`src/rtl/d_jump_resolve_btb.sv`:
```
// Decode-stage control-transfer resolver with a direct-mapped BTB of
// 2-bit saturating counters and a held valid/ready redirect to Fetch.
//
// Optional build macro: D_JUMP_PERF_CNT_EN adds live perf_ctl / perf_misp
// counters; without it both ports read 0 and no counter flops exist.
//
// Ports:
//   clk, reset        clock, asynchronous active-high reset
//   pc_f              fetch PC used for the combinational BTB lookup
//   pred_taken_f      entry valid & tag hit & counter MSB
//   pred_target_f     target stored in the looked-up entry
//   valid_d, stall_d  Decode holds an instruction / is stalled
//   pc_d              Decode PC
//   pred_taken_d      prediction carried down from Fetch
//   pred_target_d     predicted target carried down from Fetch
//   is_branch, br_cond  conditional branch and its outcome
//   j, jal, jr        unconditional transfers
//   target_d          resolved taken target
//   redirect_valid    redirect request to Fetch (held until accepted)
//   redirect_pc       redirect address (stable while pending)
//   redirect_ready    Fetch accepts the redirect
//   flush_f           valid & ready, one cycle on acceptance
//   hold_d            Decode hold while a redirect is pending
//   perf_ctl          resolved control instructions
//   perf_misp         mispredicts that raised a redirect
module d_jump_resolve_btb #(
    parameter int unsigned PC_W       = 32,
    parameter int unsigned BTB_DEPTH  = 16,
    parameter int unsigned DELAY_SLOT = 1
) (
    input  logic            clk,
    input  logic            reset,
    input  logic [PC_W-1:0] pc_f,
    output logic            pred_taken_f,
    output logic [PC_W-1:0] pred_target_f,
    input  logic            valid_d,
    input  logic            stall_d,
    input  logic [PC_W-1:0] pc_d,
    input  logic            pred_taken_d,
    input  logic [PC_W-1:0] pred_target_d,
    input  logic            is_branch,
    input  logic            br_cond,
    input  logic            j,
    input  logic            jal,
    input  logic            jr,
    input  logic [PC_W-1:0] target_d,
    output logic            redirect_valid,
    output logic [PC_W-1:0] redirect_pc,
    input  logic            redirect_ready,
    output logic            flush_f,
    output logic            hold_d,
    output logic [31:0]     perf_ctl,
    output logic [31:0]     perf_misp
);

    localparam int unsigned IDX_W  = $clog2(BTB_DEPTH);
    localparam int unsigned TAG_W  = PC_W - IDX_W - 2;
    localparam int unsigned FT_OFS = (DELAY_SLOT != 0) ? 8 : 4;

    typedef enum logic {
        IDLE = 1'b0,
        PEND = 1'b1
    } state_t;

    state_t state_q, state_d;

    // BTB storage: valid/ctr are reset, tag/target are plain data
    logic [BTB_DEPTH-1:0] btb_valid;
    logic [1:0]           btb_ctr [BTB_DEPTH];
    logic [TAG_W-1:0]     btb_tag [BTB_DEPTH];
    logic [PC_W-1:0]      btb_tgt [BTB_DEPTH];

    logic [IDX_W-1:0] idx_f, idx_d;
    logic [TAG_W-1:0] tag_f, tag_d;

    logic            res, ctl, jump, act_taken, pred_ok;
    logic            misp, hit_d, wr_en, inv_en, load_redir;
    logic [PC_W-1:0] ft, misp_pc;
    logic [1:0]      cur_ctr, new_ctr;

    // Word-aligned PCs: the low two bits never take part in indexing
    logic unused_pc_bits;
    assign unused_pc_bits = ^{pc_f[1:0], pc_d[1:0]};

    assign idx_f = pc_f[IDX_W+1:2];
    assign tag_f = pc_f[PC_W-1:IDX_W+2];
    assign idx_d = pc_d[IDX_W+1:2];
    assign tag_d = pc_d[PC_W-1:IDX_W+2];

    // Fetch lookup sees pre-write contents on a same-index D write
    assign pred_taken_f  = btb_valid[idx_f] & (btb_tag[idx_f] == tag_f) & btb_ctr[idx_f][1];
    assign pred_target_f = btb_tgt[idx_f];

    assign hold_d         = (state_q == PEND);
    assign redirect_valid = (state_q == PEND);
    assign flush_f        = redirect_valid & redirect_ready;

    assign res       = valid_d & ~stall_d & ~hold_d;
    assign jump      = j | jal | jr;
    assign ctl       = is_branch | jump;
    assign act_taken = jump | (is_branch & br_cond);
    assign ft        = pc_d + PC_W'(FT_OFS);
    assign pred_ok   = pred_taken_d & (pred_target_d == target_d);

    // Mispredict detection and redirect address
    always_comb begin
        misp    = 1'b0;
        misp_pc = '0;
        if (act_taken && !pred_ok) begin
            misp    = 1'b1;
            misp_pc = target_d;
        end else if (!act_taken && pred_taken_d) begin
            misp    = 1'b1;
            misp_pc = ft;
        end
    end

    // Training: saturating update on tag hit, type-based seed on miss
    always_comb begin
        cur_ctr = btb_ctr[idx_d];
        hit_d   = btb_valid[idx_d] & (btb_tag[idx_d] == tag_d);
        new_ctr = 2'd0;
        if (hit_d) begin
            if (act_taken) new_ctr = (cur_ctr == 2'd3) ? 2'd3 : 2'(cur_ctr + 2'd1);
            else           new_ctr = (cur_ctr == 2'd0) ? 2'd0 : 2'(cur_ctr - 2'd1);
        end else begin
            if (jump)           new_ctr = 2'd3;
            else if (act_taken) new_ctr = 2'd2;
            else                new_ctr = 2'd1;
        end
        wr_en  = res & ctl;
        inv_en = res & ~ctl & pred_taken_d;
    end

    // BTB valid bits and counters
    always_ff @(posedge clk or posedge reset) begin
        if (reset) begin
            btb_valid <= '0;
            for (int i = 0; i < int'(BTB_DEPTH); i++) btb_ctr[i] <= 2'd0;
        end else if (wr_en) begin
            btb_valid[idx_d] <= 1'b1;
            btb_ctr[idx_d]   <= new_ctr;
        end else if (inv_en) begin
            btb_valid[idx_d] <= 1'b0;
        end
    end

    // BTB tag and target payload
    always_ff @(posedge clk) begin
        if (wr_en) begin
            btb_tag[idx_d] <= tag_d;
            btb_tgt[idx_d] <= target_d;
        end
    end

    // Redirect FSM state register
    always_ff @(posedge clk or posedge reset) begin
        if (reset) state_q <= IDLE;
        else       state_q <= state_d;
    end

    // Redirect FSM next-state
    always_comb begin
        state_d    = state_q;
        load_redir = 1'b0;
        case (state_q)
            IDLE: if (res && misp) begin
                state_d    = PEND;
                load_redir = 1'b1;
            end
            PEND: if (redirect_ready) state_d = IDLE;
            default: state_d = IDLE;
        endcase
    end

    // Redirect address, captured on the resolve edge
    always_ff @(posedge clk or posedge reset) begin
        if (reset)           redirect_pc <= '0;
        else if (load_redir) redirect_pc <= misp_pc;
    end

`ifdef D_JUMP_PERF_CNT_EN
    logic [31:0] ctl_cnt_q, misp_cnt_q;

    // Performance counters, wrapping modulo 2^32
    always_ff @(posedge clk or posedge reset) begin
        if (reset) begin
            ctl_cnt_q  <= '0;
            misp_cnt_q <= '0;
        end else begin
            if (wr_en)      ctl_cnt_q  <= 32'(ctl_cnt_q + 32'd1);
            if (load_redir) misp_cnt_q <= 32'(misp_cnt_q + 32'd1);
        end
    end

    assign perf_ctl  = ctl_cnt_q;
    assign perf_misp = misp_cnt_q;
`else
    assign perf_ctl  = '0;
    assign perf_misp = '0;
`endif

endmodule

```
`config.mk`:
```
export PLATFORM = sky130hd
export DESIGN_NAME = d_jump_resolve_btb
export DESIGN_NICKNAME = d
export VERILOG_FILES = /design/src/rtl/d_jump_resolve_btb.sv
export SDC_FILE = /design/constraint.sdc
export NUM_CORES = 1
export LEC_CHECK = 0
export ABC_AREA = 0
export BUFFER_PORTS_ARGS = -buffer_cell sky130_fd_sc_hd__buf_2
export CELL_PAD_IN_SITES_DETAIL_PLACEMENT = 1
export CELL_PAD_IN_SITES_GLOBAL_PLACEMENT = 1
export CORE_MARGIN = 2
export CORE_UTILIZATION = 53
export CTS_BUF_LIST = sky130_fd_sc_hd__clkbuf_4 sky130_fd_sc_hd__clkbuf_8 sky130_fd_sc_hd__clkbuf_16
export DETAILED_ROUTE_END_ITERATION = 16
export MAX_ROUTING_LAYER = met4
export PLACE_DENSITY = 0.85
export SLEW_MARGIN = 10
export SYNTH_ARGS = -nofsm -noshare
export SYNTH_HDL_FRONTEND = slang
export SYNTH_SLANG_ARGS = --single-unit
export TNS_END_PERCENT = 50
```
`constraint.sdc`:
```
create_clock -name clk -period 5.4 [get_ports clk]
set_clock_uncertainty 0.15 [all_clocks]
set_input_delay 0.27 -clock clk [delete_from_list [all_inputs] [get_ports clk]]
set_output_delay 0.27 -clock clk [all_outputs]
set_load 0.1 [all_outputs]
```
# After elaboration in Yosys (flattened, before gate mapping)
# Memory sizes are Yosys's and may differ from the RTL's.
# Index checks and enable logic that the tools add are counted.
# totals
register_bits	81
mem_bits_rw	928
input_bits	139
out_inout_bits	132
word_cells	99
n_memories	2
# classes
add_sub_neg	3
order_cmp	6
eq_ne	4
mux	33
bitwise_logic	23
n_reduce_logical	9
# memory_table
memory	depth	word_bits	rd	rd_clocked_by_memory_dff	wr	line_no	source
btb_tgt	16	32	1	0	1	71	logic [PC_W-1:0] btb_tgt [BTB_DEPTH];
btb_tag	16	26	2	0	1	70	logic [TAG_W-1:0] btb_tag [BTB_DEPTH];
# op_table
op	n
2-to-1 mux 32 bit	2
== test 26 bit	2
adder 32 x 4 -> 32 bit, second input constant	1
bitwise mux 32 bit	1
== test 32 bit	1
2-to-1 mux 16 bit	2
2-to-1 mux 2 bit	11
bitwise AND 16 bit	1
binary-select mux 2 bit (select 4 bit)	2
inverter 16 bit	1
OR 16 bit	1
bitwise AND 1 bit	11
greater-or-equal comparator 5 bit, second input constant	2
< comparator 4 x 5 -> 1 bit, second input constant	2
2-to-1 mux 1 bit	10
inverter 4 -> 5 bit	2
binary-select mux 1 bit (select 4 bit)	2
demux 2 bit (select 4 bit)	1
logical AND 1 bit	5
< comparator 5 x 1 -> 1 bit, second input constant	1
demux 1 bit (select 4 bit)	1
greater-or-equal comparator 4 x 1 -> 1 bit, second input constant	1
OR 1 bit	4
inverter 1 bit	3
other kinds (7)	8

# Logic depth before layout (Yosys ltp)
# Gate-level depths: netlist of run 1.
# depth
word_depth	10
mapped_depth	14
ltp_nobuf	10

# Worst setup path after synthesis of run 1
# Ideal clock, no wire load.
# synth_path
kind	input -> output
from	in pc_f[2]
to	out pred_taken_f
arrival_time_ps	5720
required_ps	4980
slack_ps	-740
path_stages	8
n_path_buf	3
path_cell_list	clkbuf_1 -> buf_1 -> buf_1 -> mux4_2 -> mux4_2 -> xnor2_1 -> nand4_1 -> nor4_1
# synth_between
elab_chain_cells	5
word_cells_on_any_way	10
classes_between	eq/ne (1); mux (5); bitwise (3); memory (1)
# synth_rtl
item	line_no	source
start: declaration	33	input logic [PC_W-1:0] pc_f,
parallel branches: the longest is 4 deep, another holds memory read (16 x 26 bit)	-	
bitwise AND 1 bit (*)	91	assign pred_taken_f = btb_valid[idx_f] & (btb_tag[idx_f] == tag_f) & btb_ctr[idx_f][1];
end: declaration	34	output logic pred_taken_f,
# Every way passes the cells marked *. The select of a mux whose other input is x is not followed.

# Worst setup path in the final report of run 1
# Same ends and word-level chain as after synthesis.

==> results of run 1 <==
[logic make-up (layout without fill, tap and decap cells)]
family | count (synthesis) | after routing | share of synthesized area [%]
and+or+nand+nor | 245 | 245 | 2.63
other | 1 | 74 | 0.00845
DFF | 1009 | 1009 | 67.3
buffers and inverters | 216 | 549 | 2.80
AOI/OAI and AO/OA | 201 | 201 | 2.91
adders and majority gates | 2 | 2 | 0.0507
xor gates and xnor gates | 115 | 115 | 2.27
muxes | 486 | 486 | 22.0
[placed cells by master, fill, tap and decap left out, types with 11 or more instances in the layout]
| cell | n |
|---|---|
| edfxtp_1 | 928 |
| mux4_2 | 384 |
| buf_2 | 197 |
| clkbuf_16 | 102 |
| nand2_1 | 82 |
| dfrtp_1 | 81 |
| o21ai_0 | 80 |
| mux2i_1 | 78 |
| xnor2_1 | 77 |
| buf_4 | 72 |
| conb_1 | 64 |
| dlygate4sd3_1 | 64 |
| a22oi_1 | 50 |
| xor2_1 | 38 |
| nor2_1 | 36 |
| nand3_1 | 30 |
| clkinv_2 | 22 |
| a31oi_1 | 21 |
| nand4_1 | 19 |
| nor2_4 | 16 |
| clkinv_1 | 15 |
| clkbuf_4 | 15 |
| nor4_1 | 12 |
| bufinv_16 | 12 |
| mux2_2 | 11 |
[final cells by class]
cell class	count	area [sq um]
diodes	10	25.0
clock buffers	125	2780
clock inverters	64	708
fillers	7068	32400
inverters	13	50.0
multi-input cells	1113	13600
flip-flops and latches	1009	29900
well taps	1080	1350
repair buffers	347	2420
[routing by layer]
| layer | global-route usage [%] | up-vias |
|---|---|---|
| met5 | - | - |
| met4 | 12.0 | 0 |
| met3 | 6.61 | 415 |
| met2 | 52.9 | 1959 |
| met1 | 42.1 | 13578 |
| li1 | - | 9956 |
[through the flow]
stage                     instances  cell area [sq um]
after floorplan                2338              44600
after global placement         3498              46700
after detailed placement       3498              46700
after CTS                      3751              50800
after global routing           3760              50900
final                          3761              50900
[power breakdown]
part,internal (W),leakage (nW),switching (W)
clock,0.00425,1.72,0.00315
combinational,0.000692,5.93,0.00172
sequential,0.00872,9.35,0.000161
[worst max-delay path, cell delays in order]
cell     delay [ns]
buf_8          0.59
buf_4          0.73
mux4_2         0.62
mux4_2         0.48
xnor2_1        0.28
nand4_1        0.21
nor4_2         0.32
buf_2          0.48
[synth_stat cells, types with 4 or more instances]
library cell,instances,area [sq um]
edfxtp_1,928,27900
a22oi_1,50,375
nor2_1,53,199
mux2_4,10,150
nand2b_1,8,50.1
xnor2_1,77,674
mux2_2,11,124
mux2i_1,79,791
and2_1,7,43.8
buf_2,18,90.1
and3_1,4,25.0
o22ai_1,5,31.3
mux4_2,384,8650
inv_1,11,41.3
nor4_1,13,81.3
dfrtp_1,81,2030
buf_4,74,556
o211ai_1,7,52.6
a21oi_1,9,45.0
xor2_1,38,333
o21ai_0,80,400
buf_1,30,113
a31oi_1,21,131
nand4_1,19,119
clkbuf_1,67,251
nand2_1,82,308
nor3_1,7,35.0
buf_6,11,124
nor2b_1,7,43.8
a211oi_1,4,30.0
nand3_1,30,150
[state kept, by name (all words and copies together), names as in the netlist, named ones only]
name         count
btb_tgt        512
btb_tag        416
btb_ctr         32
redirect_pc     32
hold_d           1
[worst paths after layout]
path	endpoint	slack [ns]	cells after the start
min	redirect_pc[11]$_DFFE_PP0P_	0.12	4
max reg2reg	btb_ctr[22]$_DFFE_PP0P_	1.27	7
min reg2reg	btb_ctr[30]$_DFFE_PP0P_	0.36	1
max in group asynchronous	redirect_pc[24]$_DFFE_PP0P_	3.39	5
min in group asynchronous	btb_ctr[2]$_DFFE_PP0P_	0.44	4
max	pred_taken_f	0.92	8
==> metrics.txt, run 1 <==
mapped cell area 0.0444 sq mm; first-pass GRT wire length 196 mm; leakage power 17.0 nW; ys async rst share 8.03%; Routed Antenna Nets 0; period utilisation layout 83.0%; Routability Congestion 0.895; Longest Clk Path Bufs 3; Seq cells post-synth 1,009; routed wl met2 67.3 mm; PwrDens 367 mW/mm^2; met3 WL 15.0 mm; Final Hold Fails 0; vias in the first global route 27,602; WP data arrival 4.06 ns; drt drc 0; DP Worst Slack 0.422 ns; Post-synth EDFFs 928; Inserted Clock Buffers 101; Nets 2,725; WHS 0.117 ns; Placeable Area 0.0833 sq mm; Seq/Total Area, Yosys 67.3%; Setup crit start pc_f[2]; Setup Buffers After CTS 0; Sum Neg Setup Slack 0 ns; CTS clk-pin slew, worst paths 0.07 ns; Hold Path Class in -> reg; worst rel slew slack 17.5%; distinct cell type count after synthesis 64; DR WL/cell 36.1 um; max-slew violations 0; RSZ-0062 raised after global routing false; worst skew pair latency 0.69 ns; Startpoint Class input pin; CTS resizes 0; fmax 0.223 GHz; WS Path Type in -> out; die extent in y 293 um; max_cap viols 0; I/O Buffers 204; die area 0.0861 sq mm; crit path time final 4.48 ns; Post-DP HPWL 78.8 mm; dominant synthesized flop cell edfxtp_1; pin count of the biggest net entering global routing 100; Highest Signal Layer met4; initial antenna violation count 12; Mapped Avg Cell Area 19.5 sq um; Area Growth Syn to Fin 14.5%; drt total wl 136 mm; Initial Util 53.3%; CTS tree built; Syn Inst Count 2,275; M1 WL 47.9 mm; I/O pins 271; clk root buf clkbuf_16; Hold Crit Start valid_d; gr usage total 32.9%; Clock Sink Count 1,009; critical path endpoint category output port; Yosys warning count 0; Congestion Overflow GR 0; share of cells above drive strength 1 33.4%; Final WS setup 0.916 ns; Die Width 293 um; hold bufs inserted after CTS 64; First-pass DRT Iterations 6; Worst Tran Pin Value 1.23 ns; Final Util 61.1%; vias per inst 6.89; DRT iter0 DRCs 3,430; Pwr Total 0.0187 W; run status finished clean; Crit path required time 4.98 ns; Peak VDD IR 0.456 mV; htree depth 3; FP Rows 106; Critical R2R Launch btb_tag[2][16]$_DFFE_PP_; Crit Path Max Fanout 71; total number of vias 25,908; setup violators final 0
(Power assumes the default switching activity.)
==> run 2: changes to the inputs <==
- clock period: 5.4 -> 4.5 ns (I/O delays scaled with it)
==> run 2 against run 1 <==
Net effect: flip-flop and latch count is the same; wire length is 1.7% higher; register-to-register slack got worse by 0.25 ns; worst setup slack got worse by 0.51 ns; first-iteration DRC count rose by 11%; design area rose by 0.36%; count of clock-buffer cells in the layout decreased by 6; critical path depth is 4 higher; clock power grew 19%; core utilization increased by 0.22 points; via count grew 0.68%.
==> metrics.txt, run 2 (same netlist as run 1, synthesis figures left out) <==
WP data arrival 3.72 ns; run status finished clean; Clock Sink Count 1,009; htree depth 3; first-pass GRT wire length 199 mm; I/O Buffers 204; I/O pins 271; vias in the first global route 28,065; pin count of the biggest net entering global routing 80; die area 0.0861 sq mm; share of cells above drive strength 1 33.5%; Longest Clk Path Bufs 3; Die Width 293 um; cells on worst reg2reg path 9; Final Hold Fails 0; PwrDens 438 mW/mm^2; Sum Neg Setup Slack 0 ns; Biggest register btb_tgt; vias per inst 6.90; worst rel slew slack 28.8%; DRT iter0 DRCs 3,812; Routed Antenna Nets 0; crit path time final 4.09 ns; Congestion Overflow GR 0; Initial Util 53.3%; fin cells 3,781; fill count 7,105; Hold Path Class in -> reg; die extent in y 293 um; commonest non-fill, non-tap cells in the layout 928 x edfxtp_1, 384 x mux4_2, 196 x buf_2; Post-DP HPWL 80.8 mm; total number of vias 26,085; Area Growth Syn to Fin 15.0%; clk root buf clkbuf_16; RSZ-0062 raised after global routing false; setup violators final 0; First-pass DRT Iterations 5; Worst Tran Pin Value 1.07 ns; Routability Congestion 0.889; max_cap viols 0; CTS clk-pin slew, worst paths 0.07 ns; drt drc 0; initial antenna violation count 9; Crit Path Max Fanout 77; leakage power 17.1 nW; commonest non-fill, non-tap cell in the layout edfxtp_1; CTS tree built; Setup Buffers After CTS 0; cell depth of the worst hold path 6; gr usage total 33.4%; FP Rows 106; WS Path Type in -> out; max FFs per register 512; biggest regs btb_tgt x512, btb_tag x416; worst skew pair latency 0.70 ns; max-slew violations 0; Inserted Clock Buffers 101; Peak VDD IR 0.343 mV; drt total wl 138 mm; Placeable Area 0.0833 sq mm; placed insts 3,516; Startpoint Class input pin; Crit path required time 4.12 ns; Final Util 61.3%; period utilisation layout 90.9%; critical path endpoint category output port; Nets 2,744; DR WL/cell 36.5 um; fmax 0.244 GHz
-- run 2: changes by cell type in the layout (fill, tap and decap cells not counted), sizes merged --
cell / change
diode: -2
buf: +18
bufinv: -1
clkinv: +11
clkinvlp: -1
dlygate4sd3: +1
clkbuf: -6
-- run 2: power by group --
group,internal (W),switching (W),total [W]
logic,0.000847,0.00211,0.00296
registers,0.0105,0.000170,0.0106
clock network,0.00495,0.00382,0.00877
total,0.0163,0.00611,0.0224
-- run 2: path summary, 6_finish.rpt --
check | from | end | slack, ns
max in group asynchronous | reset | redirect_pc[1]$_DFFE_PP0P_ | 2.48
min in group asynchronous | reset | btb_ctr[16]$_DFFE_PP0P_ | 0.46
hold / removal | stall_d | register | 0.06
setup / recovery | pc_f[2] | pred_taken_f | 0.41
hold reg to reg | redirect_pc[30]$_DFFE_PP0P_ | redirect_pc[30]$_DFFE_PP0P_ | 0.34
setup reg to reg | btb_tag[15][2]$_DFFE_PP_ | btb_ctr[29]$_DFFE_PP0P_ | 1.02
-- run 2: layer usage --
metal | GRT usage [%] | part of all wire [%]
met4 | 14.7 | 4.7
met5 | - | 0
met2 | 52.4 | 49
met1 | 41.9 | 35
met3 | 7.79 | 11
-- run 2: stage by stage --
| step | area, sq um | hold slack, ns | power, W | worst slack, ns |
|---|---|---|---|---|
| final | 51000 | 0.0631 | 0.0224 | 0.410 |
| after global routing | 51000 | 0.137 | 0.0228 | 0.0834 |
| after CTS | 51000 | 0.0376 | 0.0224 | 0.311 |
| after detailed placement | 46900 | 0.0321 | 0.0136 | 0.403 |
| after global placement | 46900 | 0.0269 | 0.0135 | 0.457 |
| after floorplan | 44700 | 0.171 | 0.0128 | -0.285 |
-- run 2: final cells by class --
cell class / count / area [sq um] / share of cell area, %
antenna: 8 / 20.0 / 0.0392
clock buffer: 119 / 2690 / 5.26
inverter: 13 / 50.0 / 0.0981
multi-input combinational: 1113 / 13600 / 26.7
timing repair buffer: 366 / 2640 / 5.18
tap: 1080 / 1350 / 2.65
sequential: 1009 / 29900 / 58.6
clock inverter: 73 / 756 / 1.48
-- run 2: timing repair --
action / 4_1_cts / 5_1_grt
gates resized for setup: 0 / 0
hold buffers: 65 / 0
endpoints found under the hold margin: 1029 / 0
-- run 2: worst max-delay path: stages --
cell and delay [ns]:
buf_8 0.59, buf_12 0.50, nand3_1 0.16, o211ai_1 0.19, o211ai_1 0.17, o211ai_1 0.18, o21ai_0 0.21, nor4_1 0.27
buf_4 0.19, nand4_1 0.30, nor4_4 0.35, buf_12 0.22
